<file path="src/rtl/uart_rx_word_assembler.sv">
`default_nettype none
// ============================================================================
// Module      : uart_rx_word_assembler
// Description : Packs received UART bytes little-endian into words and
//               presents each word on a valid/ready output register.
//               Discards a partial word after an inter-byte timeout, flags
//               bytes dropped while blocked, and supports a synchronous
//               flush.
// Revision    : 1.0 - initial release
// ============================================================================
module uart_rx_word_assembler #(
    parameter int DATA_BITS     = 8,
    parameter int WORD_BYTES    = 4,
    parameter int TIMEOUT_TICKS = 352
) (
    input  logic                                i_clk,
    input  logic                                i_reset_n,
    input  logic                                i_rx_done,
    input  logic [DATA_BITS-1:0]                i_rx_data,
    input  logic                                i_bd_tick,
    input  logic                                i_clear,
    output logic [DATA_BITS*WORD_BYTES-1:0]     o_word,
    output logic                                o_word_valid,
    input  logic                                i_word_ready,
    output logic [$clog2(WORD_BYTES+1)-1:0]     o_byte_count,
    output logic                                o_overrun,
    output logic                                o_timeout
);

    localparam int c_WORD_W  = DATA_BITS * WORD_BYTES;
    localparam int c_COUNT_W = $clog2(WORD_BYTES + 1);
    localparam int c_TO_W    = $clog2(TIMEOUT_TICKS + 1);

    localparam logic [c_COUNT_W-1:0] c_FULL_COUNT = c_COUNT_W'(WORD_BYTES);
    localparam logic [c_COUNT_W-1:0] c_COUNT_ONE  = c_COUNT_W'(1);
    localparam logic [c_TO_W-1:0]    c_TO_LAST    = c_TO_W'(TIMEOUT_TICKS - 1);
    localparam logic [c_TO_W-1:0]    c_TO_ONE     = c_TO_W'(1);

    // State encoding
    localparam logic [1:0] c_ST_IDLE     = 2'd0;
    localparam logic [1:0] c_ST_ASSEMBLE = 2'd1;
    localparam logic [1:0] c_ST_PENDING  = 2'd2;

    logic [1:0]           r_state;
    logic [c_WORD_W-1:0]  r_shreg;
    logic [c_COUNT_W-1:0] r_count;
    logic [c_TO_W-1:0]    r_to_cnt;
    logic [c_WORD_W-1:0]  r_word;
    logic                 r_word_valid;
    logic                 r_overrun;
    logic                 r_timeout;

    logic [c_WORD_W-1:0]  w_shifted;
    logic [c_COUNT_W-1:0] w_count_inc;
    logic                 w_word_done;
    logic                 w_slot_free;
    logic                 w_accept;

    // New byte enters at the top; earlier bytes move toward the LSBs so the
    // first byte of a word finishes in the lowest byte lane.
    assign w_shifted   = (r_shreg >> DATA_BITS)
                       | (c_WORD_W'(i_rx_data) << (c_WORD_W - DATA_BITS));
    assign w_count_inc = r_count + c_COUNT_ONE;
    assign w_word_done = (w_count_inc == c_FULL_COUNT);
    assign w_accept    = r_word_valid && i_word_ready;
    // The output slot can take a new word if empty or being drained now.
    assign w_slot_free = !r_word_valid || i_word_ready;

    // Assembler FSM with the output register, overrun and timeout flags.
    always_ff @(posedge i_clk or negedge i_reset_n) begin
        if (!i_reset_n) begin
            r_state      <= c_ST_IDLE;
            r_shreg      <= '0;
            r_count      <= '0;
            r_to_cnt     <= '0;
            r_word       <= '0;
            r_word_valid <= 1'b0;
            r_overrun    <= 1'b0;
            r_timeout    <= 1'b0;
        end else if (i_clear) begin
            // Flush wins over everything, including a coincident byte.
            r_state      <= c_ST_IDLE;
            r_shreg      <= '0;
            r_count      <= '0;
            r_to_cnt     <= '0;
            r_word       <= '0;
            r_word_valid <= 1'b0;
            r_overrun    <= 1'b0;
            r_timeout    <= 1'b0;
        end else begin
            r_timeout <= 1'b0;
            if (w_accept) begin
                r_word_valid <= 1'b0;
            end

            case (r_state)
                c_ST_IDLE, c_ST_ASSEMBLE: begin
                    if (i_rx_done) begin
                        // A byte always beats an expiring tick.
                        r_shreg  <= w_shifted;
                        r_to_cnt <= '0;
                        if (w_word_done) begin
                            if (w_slot_free) begin
                                r_word       <= w_shifted;
                                r_word_valid <= 1'b1;
                                r_count      <= '0;
                                r_state      <= c_ST_IDLE;
                            end else begin
                                r_count <= c_FULL_COUNT;
                                r_state <= c_ST_PENDING;
                            end
                        end else begin
                            r_count <= w_count_inc;
                            r_state <= c_ST_ASSEMBLE;
                        end
                    end else if ((r_state == c_ST_ASSEMBLE) && i_bd_tick) begin
                        if (r_to_cnt == c_TO_LAST) begin
                            // Sender stalled mid-word: drop the fragment.
                            r_shreg   <= '0;
                            r_count   <= '0;
                            r_to_cnt  <= '0;
                            r_timeout <= 1'b1;
                            r_state   <= c_ST_IDLE;
                        end else begin
                            r_to_cnt <= r_to_cnt + c_TO_ONE;
                        end
                    end
                end

                c_ST_PENDING: begin
                    // Full word waiting for the slot; any new byte is lost.
                    if (i_rx_done) begin
                        r_overrun <= 1'b1;
                    end
                    if (w_accept) begin
                        r_word       <= r_shreg;
                        r_word_valid <= 1'b1;
                        r_count      <= '0;
                        r_state      <= c_ST_IDLE;
                    end
                end

                default: begin
                    r_state  <= c_ST_IDLE;
                    r_count  <= '0;
                    r_to_cnt <= '0;
                end
            endcase
        end
    end

    assign o_word       = r_word;
    assign o_word_valid = r_word_valid;
    assign o_byte_count = r_count;
    assign o_overrun    = r_overrun;
    assign o_timeout    = r_timeout;

endmodule
`default_nettype wire

</file>
<file path="config.mk">
export PLATFORM = sky130hd
export DESIGN_NAME = uart_rx_word_assembler
export DESIGN_NICKNAME = d
export VERILOG_FILES = /design/src/rtl/uart_rx_word_assembler.sv
export SDC_FILE = /design/constraint.sdc
export NUM_CORES = 1
export LEC_CHECK = 0
export CAP_MARGIN = 0
export CELL_PAD_IN_SITES_DETAIL_PLACEMENT = 1
export CELL_PAD_IN_SITES_GLOBAL_PLACEMENT = 1
export CORE_UTILIZATION = 24
export DETAILED_ROUTE_END_ITERATION = 7
export PLACE_DENSITY = 0.57
export SLEW_MARGIN = 20
export SYNTH_ARGS = -nofsm -noshare
export SYNTH_HDL_FRONTEND = slang
export SYNTH_SLANG_ARGS = --single-unit
</file>
<file path="constraint.sdc">
create_clock -name i_clk -period 2.07 [get_ports i_clk]
set_input_delay 0.5175 -clock i_clk [delete_from_list [all_inputs] [get_ports i_clk]]
set_output_delay 0.5175 -clock i_clk [all_outputs]
set_load 0.1 [all_outputs]
</file>
==> results.ini <==
[timing]
final_max_slew_viol_count=0
setup_violations=0
fin_crit_sh_pct=94.3
fin_worst_skew_ps=5.88
relSlewSlack_pct=67.4
fmax_mhz=512
hold_violations=0
tightest_slew_ps=483
rsz0062_at_grt=no
min_period_ps=1950
fin_setup_tns_ps=0

[detailed_routing]
vias_per_cell=4.80
via_count=2982
top_layer_used=met4
wirelength_um=11100
met3_wirelength_um=355
drtIter0Drc=131
drt_first_pass_iters=4
met1Wirelength_um=5440
routedWlPerCell_um=17.9
drtAntennaViolNets=0
wl_met2_um=5200
drc=0

[power_and_ir_drop]
fin_total_pwr_uw=4470
ir_worst_vdd_uv=391
p_per_area_nw_per_um2=847
p_leak_uw=0.00214

[placement]
portBuffers=51
gp_congestion=0.798
placed_area_sq_um=4930
hpwlAfterDp_um=7190

[global_route]
grt_pass1_wl_um=18200
grt_pass1_vias=3142
grt_usage_pct=14.4
grt_max_degree=36
grt-ovfl-total=0
antenna_found_initial=0

[yosys]
netlist_instances=350
synth_warnings=0
synth_seq_cells=81
syn_nets=367
syn_avg_cell_area_sq_um=11.0
synth_seq_area_share_pct=52.8
yosys.cell_types.count=35
syn_area_sq_um=3840

[die]
initial_core_util_pct=24.9
rows=45
ios=52
die_area_sq_um=16500
fp.dieH_um=128
dieWidth_um=128
core_sq_um=15400

[clock_tree]
cts-resized-gates=0
cts_buffers=9
cts_num_sinks=81
tritoncts=done
path_clk_slew_ps=60
hold_buffers=0
clockBufferDepth=2
post_cts.repair.setup_buffers=0
clk_latency_ps=340
htreeDepth=3
ctsRootBufferMaster=clkbuf_16

[status]
outcome=finished, final reports clean

[critical_path]
critPathKind=reg2reg
cp_max_fo=6
end_kind=flop
crit_path_start_kind=flop
arrival_ps=2190
required_ps=2310
r2r_cells=6

[cells_and_area]
stdcell_area_sq_um=5270
drive_above_1_share_pct=28.8
layout.nets=422
area_growth_pct=37.4
diodes=0

[job]
max-cap-violations=0

[min_path]
min_path_type=in2async

[where the power goes]
part / internal, uW / switching (uW) / leakage (uW)
Clock: 1210 / 645 / 0.000166
Sequential: 1660 / 95.8 / 0.00111
Combinational: 308 / 549 / 0.000861
[cell type report]
| cell class | instances | area (sq um) |
|---|---|---|
| timing repair buffer | 76 | 983 |
| sequential | 81 | 2040 |
| fill | 1711 | 10200 |
| multi-input combinational | 234 | 1630 |
| tap | 211 | 264 |
| clock inverter | 5 | 103 |
| inverter | 3 | 11.3 |
| clock buffer | 11 | 243 |
[placed cells by master (no fill, tap or decap), types with 3 or more instances in the layout]
cell type / count
buf_12: 31
a22o_1: 33
buf_4: 33
dfrtp_1: 78
nand4_1: 3
nor2_1: 11
a311oi_2: 30
bufinv_16: 3
inv_1: 3
a21oi_1: 39
o21ai_0: 4
clkbuf_16: 9
clkdlybuf4s50_1: 11
o31ai_1: 3
xor2_1: 6
nand2_1: 71
[worst max-delay path, stage by stage, from the launching register on]
cell and delay (ps):
dfrtp_4 510, ha_2 210, xor2_1 160, a32o_1 310, and2_2 260, buf_4 190, a311oi_2 220
[worst paths after layout]
path                                       from               to  slack, ps
worst max-delay path            o_byte_count[0]       o_word[26]        120
worst min-delay path                  i_reset_n  o_byte_count[1]        130
worst max register to register  o_byte_count[0]       o_word[26]        120
worst min register to register       r_shreg[5]       r_shreg[5]        500
max in group asynchronous             i_reset_n        o_word[1]       1370
min in group i_clk                      i_clear        o_overrun        490
[kinds of logic (layout without fill, tap and decap cells)]
group / count (synthesis) / in the layout / synth area share, %
AO/OA/AOI/OAI: 121 / 121 / 28.0
XOR/XNOR: 6 / 6 / 1.37
adder cells (fa/ha/maj): 3 / 3 / 0.978
buffers and inverters: 35 / 95 / 4.76
flip-flops: 81 / 81 / 52.8
AND/OR/NAND/NOR: 104 / 104 / 12.0
[through the flow]
stage          hold slack, ps  utilization [%]  setup WS (ps)  instances
2_1_floorplan             222                -           11.2        350
3_3_place_gp              483             31.9          -69.7        605
3_5_place_dp              488             31.9           -123        605
4_1_cts                   135             34.2            111        621
5_1_grt                   152             34.2           34.3        621
6_report                  128             34.2            117        621
[synth_stat cells (all sizes together)]
cell type  count  area [sq um]
nand3b         1          7.51
nor2b          2          12.5
a22o          33           289
o21ai          4          20.0
nor2          11          41.3
inv            3          11.3
o21a           1          7.51
or4            2          15.0
and3           2          12.5
a32o           2          20.0
a21boi         1          7.51
a22oi          1          7.51
xor2           6          52.6
a31oi          2          12.5
nand2         71           267
nand2b         2          12.5
o311ai         2          17.5
a311oi        32           468
ha             3          37.5
and4bb         1          12.5
a21oi         39           195
buf           16           111
or3            2          12.5
dfrtp         81          2030
nor3           2          15.0
nand4          3          18.8
a32oi          1          8.76
clkbuf        16          60.1
and4           2          17.5
o31ai          3          22.5
nand3          1          5.00
and2           2          12.5
[state kept, by name, summed over array words and instances (netlist names)]
| name | cells |
|---|---|
| o_word_valid | 1 |
| o_word | 32 |
| o_byte_count | 3 |
| r_state | 2 |
| r_shreg | 32 |
| o_overrun | 1 |
| o_timeout | 1 |
| r_to_cnt | 9 |
[metal layers]
metal  vias to the layer above  GRT usage, %
li1                       1407             -
met1                      1518          20.1
met2                        50          22.6
met3                         7          2.45
met4                         0          4.78
met5                         -             0
Power figures use the tool's default switching activity.
